===== config.mk =====
export PLATFORM = sky130hd
export DESIGN_NAME = alsu_pipe
export DESIGN_NICKNAME = d
export VERILOG_FILES = /design/src/rtl/alsu_pipe.sv
export SDC_FILE = /design/constraint.sdc
export NUM_CORES = 1
export LEC_CHECK = 0
export BUFFER_PORTS_ARGS = -buffer_cell sky130_fd_sc_hd__buf_2
export CELL_PAD_IN_SITES_DETAIL_PLACEMENT = 1
export CELL_PAD_IN_SITES_GLOBAL_PLACEMENT = 2
export CORE_UTILIZATION = 32
export CTS_CLUSTER_DIAMETER = 80
export DETAILED_ROUTE_END_ITERATION = 8
export PLACE_DENSITY_LB_ADDON = 0.1
export SETUP_SLACK_MARGIN = 0.1
export SLEW_MARGIN = 15
export SYNTH_ARGS = -nofsm -noshare
export SYNTH_HDL_FRONTEND = slang
export SYNTH_SLANG_ARGS = --single-unit

===== constraint.sdc =====
create_clock -name clk -period 2.8 [get_ports clk]
set_input_delay 0 -clock clk [delete_from_list [all_inputs] [get_ports clk]]
set_output_delay 0 -clock clk [all_outputs]
set_load 0.05 [all_outputs]

===== src/rtl/alsu_pipe.sv =====
// rtl/alsu_pipe.sv - two-stage parametrised ALSU with valid/ready handshake
module alsu_pipe #(
    parameter int    WIDTH          = 3,
    parameter string INPUT_PRIORITY = "A",
    parameter string FULL_ADDER     = "ON",
    parameter int    LED_W          = 16,
    parameter int    ERR_W          = 8
) (
    input  logic                      clk,
    input  logic                      rst_n,
    input  logic                      in_valid,
    output logic                      in_ready,
    input  logic signed [WIDTH-1:0]   A,
    input  logic signed [WIDTH-1:0]   B,
    input  logic [2:0]                opcode,
    input  logic                      cin,
    input  logic                      serial_in,
    input  logic                      direction,
    input  logic                      red_op_A,
    input  logic                      red_op_B,
    input  logic                      bypass_A,
    input  logic                      bypass_B,
    output logic                      out_valid,
    input  logic                      out_ready,
    output logic signed [2*WIDTH-1:0] out,
    output logic                      invalid,
    output logic [LED_W-1:0]          leds,
    output logic [ERR_W-1:0]          err_cnt
);
    localparam int OW      = 2 * WIDTH;
    localparam bit PRIO_B  = (INPUT_PRIORITY == "B");
    localparam bit USE_CIN = (FULL_ADDER == "ON");

    typedef enum logic [2:0] {
        OP_OR     = 3'd0,
        OP_XOR    = 3'd1,
        OP_ADD    = 3'd2,
        OP_MULT   = 3'd3,
        OP_SHIFT  = 3'd4,
        OP_ROTATE = 3'd5
    } opcode_e;

    typedef struct packed {
        logic [WIDTH-1:0] a;
        logic [WIDTH-1:0] b;
        logic [2:0]       op;
        logic             cin;
        logic             serial;
        logic             dir;
        logic             red_a;
        logic             red_b;
        logic             byp_a;
        logic             byp_b;
    } req_t;

    req_t             s1_req_q, s1_req_d;
    logic             s1_valid_q, s1_valid_d;
    logic             out_valid_q, out_valid_d;
    logic [OW-1:0]    out_q, out_d;
    logic             invalid_q, invalid_d;
    logic [LED_W-1:0] leds_q, leds_d;
    logic [ERR_W-1:0] err_cnt_q, err_cnt_d;

    logic             adv2, accept, load2;
    logic [OW-1:0]    a_ext, b_ext, cin_ext;
    logic [WIDTH-1:0] red_src;
    logic [OW-1:0]    res_out;
    logic             res_inv;
    logic             use_a;

    // Result computation from the registered stage-1 request.
    always_comb begin
        a_ext   = {{WIDTH{s1_req_q.a[WIDTH-1]}}, s1_req_q.a};
        b_ext   = {{WIDTH{s1_req_q.b[WIDTH-1]}}, s1_req_q.b};
        cin_ext = {{(OW-1){1'b0}}, (USE_CIN ? s1_req_q.cin : 1'b0)};
        use_a   = s1_req_q.byp_a && !(s1_req_q.byp_b && PRIO_B);
        if (s1_req_q.red_a && s1_req_q.red_b) begin
            red_src = PRIO_B ? s1_req_q.b : s1_req_q.a;
        end else if (s1_req_q.red_a) begin
            red_src = s1_req_q.a;
        end else begin
            red_src = s1_req_q.b;
        end
        res_out = '0;
        res_inv = 1'b0;
        if (s1_req_q.byp_a || s1_req_q.byp_b) begin
            res_out = use_a ? a_ext : b_ext;
        end else if (s1_req_q.op >= 3'd6 ||
                     ((s1_req_q.red_a || s1_req_q.red_b) &&
                      s1_req_q.op != OP_OR && s1_req_q.op != OP_XOR)) begin
            res_inv = 1'b1;
        end else begin
            case (s1_req_q.op)
                OP_OR: begin
                    if (s1_req_q.red_a || s1_req_q.red_b) begin
                        res_out = {{(OW-1){1'b0}}, |red_src};
                    end else begin
                        res_out = a_ext | b_ext;
                    end
                end
                OP_XOR: begin
                    if (s1_req_q.red_a || s1_req_q.red_b) begin
                        res_out = {{(OW-1){1'b0}}, ^red_src};
                    end else begin
                        res_out = a_ext ^ b_ext;
                    end
                end
                OP_ADD:  res_out = a_ext + b_ext + cin_ext;
                OP_MULT: res_out = a_ext * b_ext;
                OP_SHIFT: begin
                    if (s1_req_q.dir) begin
                        res_out = {out_q[OW-2:0], s1_req_q.serial};
                    end else begin
                        res_out = {s1_req_q.serial, out_q[OW-1:1]};
                    end
                end
                OP_ROTATE: begin
                    if (s1_req_q.dir) begin
                        res_out = {out_q[OW-2:0], out_q[OW-1]};
                    end else begin
                        res_out = {out_q[0], out_q[OW-1:1]};
                    end
                end
                default: res_out = '0;
            endcase
        end
    end

    // Stage 2 only loads when stage 1 holds a request, so out stays put for SHIFT/ROTATE.
    always_comb begin
        adv2     = !out_valid_q || out_ready;
        in_ready = !s1_valid_q || adv2;
        accept   = in_valid && in_ready;
        load2    = adv2 && s1_valid_q;

        s1_req_d = s1_req_q;
        if (accept) begin
            s1_req_d.a      = A;
            s1_req_d.b      = B;
            s1_req_d.op     = opcode;
            s1_req_d.cin    = cin;
            s1_req_d.serial = serial_in;
            s1_req_d.dir    = direction;
            s1_req_d.red_a  = red_op_A;
            s1_req_d.red_b  = red_op_B;
            s1_req_d.byp_a  = bypass_A;
            s1_req_d.byp_b  = bypass_B;
        end
        if (accept) begin
            s1_valid_d = 1'b1;
        end else if (adv2) begin
            s1_valid_d = 1'b0;
        end else begin
            s1_valid_d = s1_valid_q;
        end

        out_valid_d = adv2 ? s1_valid_q : out_valid_q;
        out_d       = load2 ? res_out : out_q;
        invalid_d   = load2 ? res_inv : invalid_q;
        err_cnt_d   = err_cnt_q;
        if (load2 && res_inv && err_cnt_q != {ERR_W{1'b1}}) begin
            err_cnt_d = err_cnt_q + 1'b1;
        end
        leds_d = (out_valid_q && invalid_q) ? ~leds_q : '0;
    end

    always_ff @(posedge clk or negedge rst_n) begin
        if (!rst_n) begin
            s1_req_q    <= '0;
            s1_valid_q  <= 1'b0;
            out_valid_q <= 1'b0;
            out_q       <= '0;
            invalid_q   <= 1'b0;
            leds_q      <= '0;
            err_cnt_q   <= '0;
        end else begin
            s1_req_q    <= s1_req_d;
            s1_valid_q  <= s1_valid_d;
            out_valid_q <= out_valid_d;
            out_q       <= out_d;
            invalid_q   <= invalid_d;
            leds_q      <= leds_d;
            err_cnt_q   <= err_cnt_d;
        end
    end

    assign out_valid = out_valid_q;
    assign out       = out_q;
    assign invalid   = invalid_q;
    assign leds      = leds_q;
    assign err_cnt   = err_cnt_q;
endmodule


==> results.tsv <==
stage	metric	value	unit
grt	vias in the first global route	2306	
clock_network	Max Root-Sink Buffers	2	
floorplan	core outline area	8300	sq um
synth	yosys warns	0	
clock_network	worst skew pair latency	0.30	ns
sta	Total Neg Setup Slack	0	ns
synth	Post-Synthesis Cells	257	
pwr	PnR Total Power	2.60	mW
floorplan	initial core utilization	0.334	
grt	largest net degree at the start of global routing	37	
place	hpwl dp	5350	um
drt	total vias in the final route	2146	
synth	fraction of registers with async set/reset	1.00	
drt	DRT antenna net count	0	
place	GP Congestion	0.756	
clock_network	CTS tree	built	
clock_network	CTS Buf Count	5	
cells_and_area	layout cells sized above 1	0.310	
cells_and_area	area grow syn2layout	25.9	%
sta	Slew Limit Fails	0	
place	Port Buffers	52	
synth	number of enable flip-flop cells after synthesis	0	
drt	DR WL/cell	16.1	um
synth	Synth Register Bits	49	
clock_network	clock sinks	49	
drt	total wire length	7080	um
floorplan	I/O Pins	53	
synth	Cell variety after synth	51	
flow_run	Max Cap Viol	0	
worst_setup_path	CP endpoint kind	flip-flop	
grt	antenna violations before repair	0	
pwr	Worst VDD drop	0.000467	V
hold_path	Hold Crit Class	in2reg	
drt	first drt pass iteration count	4	
grt	global route overflow	0	
worst_setup_path	arrival time at the worst endpoint	2.94	ns
cells_and_area	ANT cells	0	
grt	global-route usage over all layers	0.172	
synth	syn nets	298	
status	status	finished, final reports clean	
synth	Synth Flop Type	dfrtp_1	
clock_network	H-tree depth	2	
hold_path	Hold Crit Start	out_ready	
sta	maximum clock rate	0.364	GHz
worst_setup_path	CP startpoint	a_ext[1]	
floorplan	die area	9030	sq um
sta	Final period util	0.982	
worst_setup_path	reg2reg start	a_ext[1]	
worst_setup_path	Crit Path Class	reg2reg	
floorplan	# rows	33	
floorplan	die width	95.0	um
sta	RSZ-0062 raised after global routing	true	
synth	sequential area share after synthesis	0.443	
synth	Cell Area, Synth	2770	sq um
floorplan	Die H	95.0	um
drt	Post-route DRC	0	
sta	max_slew headroom	0.451	
synth	mean area per synthesized cell	10.8	sq um
drt	drt via density	4.88	
pwr	Leak	1.73	nW
sta	post-route minimum period	2.75	ns
grt	global-route wire length before repair	11800	um
clock_network	clock slew at reported path FFs	0.09	ns
pwr	Power Dens Cells	746	nW/um^2
sta	Slew @ Worst Pin	0.823	ns
worst_setup_path	CP startpoint kind	flip-flop	
sta	Hold Vio Cnt, Final	0	
clock_network	CTS root buffer	clkbuf_8	
worst_setup_path	maximum fanout along the worst path	3	
cells_and_area	Net count, final	375	
sta	Finish-stage setup viols	0	
drt	Detailed Route Iter0 Violations	70	
worst_setup_path	Req. time, crit path	2.99	ns
sta	worst clock skew	0.00490	ns
## cell usage after synthesis (3+ instances only)
| cell | n | area share |
|---|---|---|
| a21oi_1 | 6 | 0.011 |
| a31oi_1 | 4 | 0.0090 |
| buf_2 | 5 | 0.0090 |
| clkbuf_1 | 4 | 0.0054 |
| dfrtp_1 | 49 | 0.44 |
| fa_1 | 7 | 0.051 |
| ha_1 | 14 | 0.063 |
| inv_1 | 19 | 0.026 |
| mux2_2 | 18 | 0.073 |
| mux2i_1 | 9 | 0.033 |
| nand2_1 | 19 | 0.026 |
| nand2b_1 | 4 | 0.0090 |
| nand4_1 | 3 | 0.0068 |
| nor2_1 | 27 | 0.037 |
| nor2b_1 | 3 | 0.0068 |
| nor3_1 | 5 | 0.0090 |
| nor4_1 | 3 | 0.0068 |
| o21ai_0 | 4 | 0.0072 |
| o22ai_1 | 6 | 0.014 |
| xor2_1 | 9 | 0.028 |
## what timing repair did
action / 4_1_cts / 5_1_grt
pin swaps: 7 / 0
resized for setup: 7 / 0
endpoints found under the hold margin: 52 / 0
setup endpoints to repair: 2 / 2
buffers inserted: 1 / 0
hold buffers: 18 / 0
## registers in the layout, summed over array words and instances (netlist names)
name	flops
cin_ext	1
err_cnt	8
out	6
a_ext	3
s1_req_q	8
invalid	1
use_a	1
leds	16
s1_valid_q	1
out_valid	1
b_ext	3
## layer usage
metal | wire length (um) | vias up | track usage | share of wire
li1 | - | 1041 | - | -
met5 | 0 | - | 0 | 0
met1 | 3220 | 1067 | 0.224 | 0.46
met3 | 155 | 8 | 0.0271 | 0.022
met2 | 3630 | 30 | 0.303 | 0.51
met4 | 72 | 0 | 0.0341 | 0.010
## path summary, 6_finish.rpt
kind / endpoint / slack [ns] / depth (start not counted)
min in group asynchronous: leds[0] / 0.32 / 2
max in group asynchronous: b_ext[1] / 1.76 / 3
min reg2reg: leds[0] / 0.42 / 1
max: out[4] / 0.05 / 11
min: s1_valid_q / 0.005 / 3
max reg2reg: out[4] / 0.05 / 11
## area by class of cell
class	count	area, sq um
Clock inverter	2	13.8
Clock buffer	6	72.6
Sequential cell	49	1230
Timing Repair Buffer	82	531
Multi-Input combinational cell	177	1440
Fill cell	964	4810
Inverter	19	71.3
Tap cell	105	131
## per-stage QoR
stage               instance area (sq um)  worst slack, ns  instances   util  hold slack (ns)
global placement                     3180           0.0308        413  0.384            0.143
CTS                                  3490           0.0315        440  0.420          0.00409
detailed placement                   3180          -0.0525        413  0.384            0.156
floorplan                            2780            0.110        257      -           -0.296
finish                               3490           0.0516        440  0.420          0.00536
global route                         3490          -0.0534        440  0.420           0.0225
## critical path: stages, from the launching register on
cell and delay [ns]:
dfrtp_1 0.39, ha_2 0.21, inv_2 0.04, fa_1 0.46, fa_2 0.35, inv_2 0.07
ha_4 0.12, fa_1 0.41, nand2_1 0.08, o22ai_1 0.07, o31a_1 0.30, a2bb2oi_2 0.13
## logic make-up after synthesis
| family | after synthesis | share of synthesized area |
|---|---|---|
| adders and majority gates | 21 | 0.114 |
| DFF | 49 | 0.443 |
| buffers and inverters | 31 | 0.0483 |
| AOI/OAI and AO/OA | 39 | 0.103 |
| and+or+nand+nor | 78 | 0.142 |
| xor gates and xnor gates | 11 | 0.0398 |
| muxes | 28 | 0.110 |
## power breakdown
part           total, mW  internal, mW  switching [mW]
sequential         0.994         0.835           0.159
combinational       1.18         0.429           0.747
clock              0.429         0.179           0.250
total               2.60          1.44            1.16
## layout by cell type (no fill, tap or decap), drive strengths merged, types with 5 or more instances in the layout
cell         count
dlygate4sd3     18
fa               7
o21ai            5
dfrtp           49
nor2            28
nor3             6
clkbuf           6
buf             64
o22ai            6
a21oi            6
inv             20
mux2            19
nand2           19
mux2i            9
ha              14
xor2             9
No activity file was read; power rests on OpenSTA's default activity.
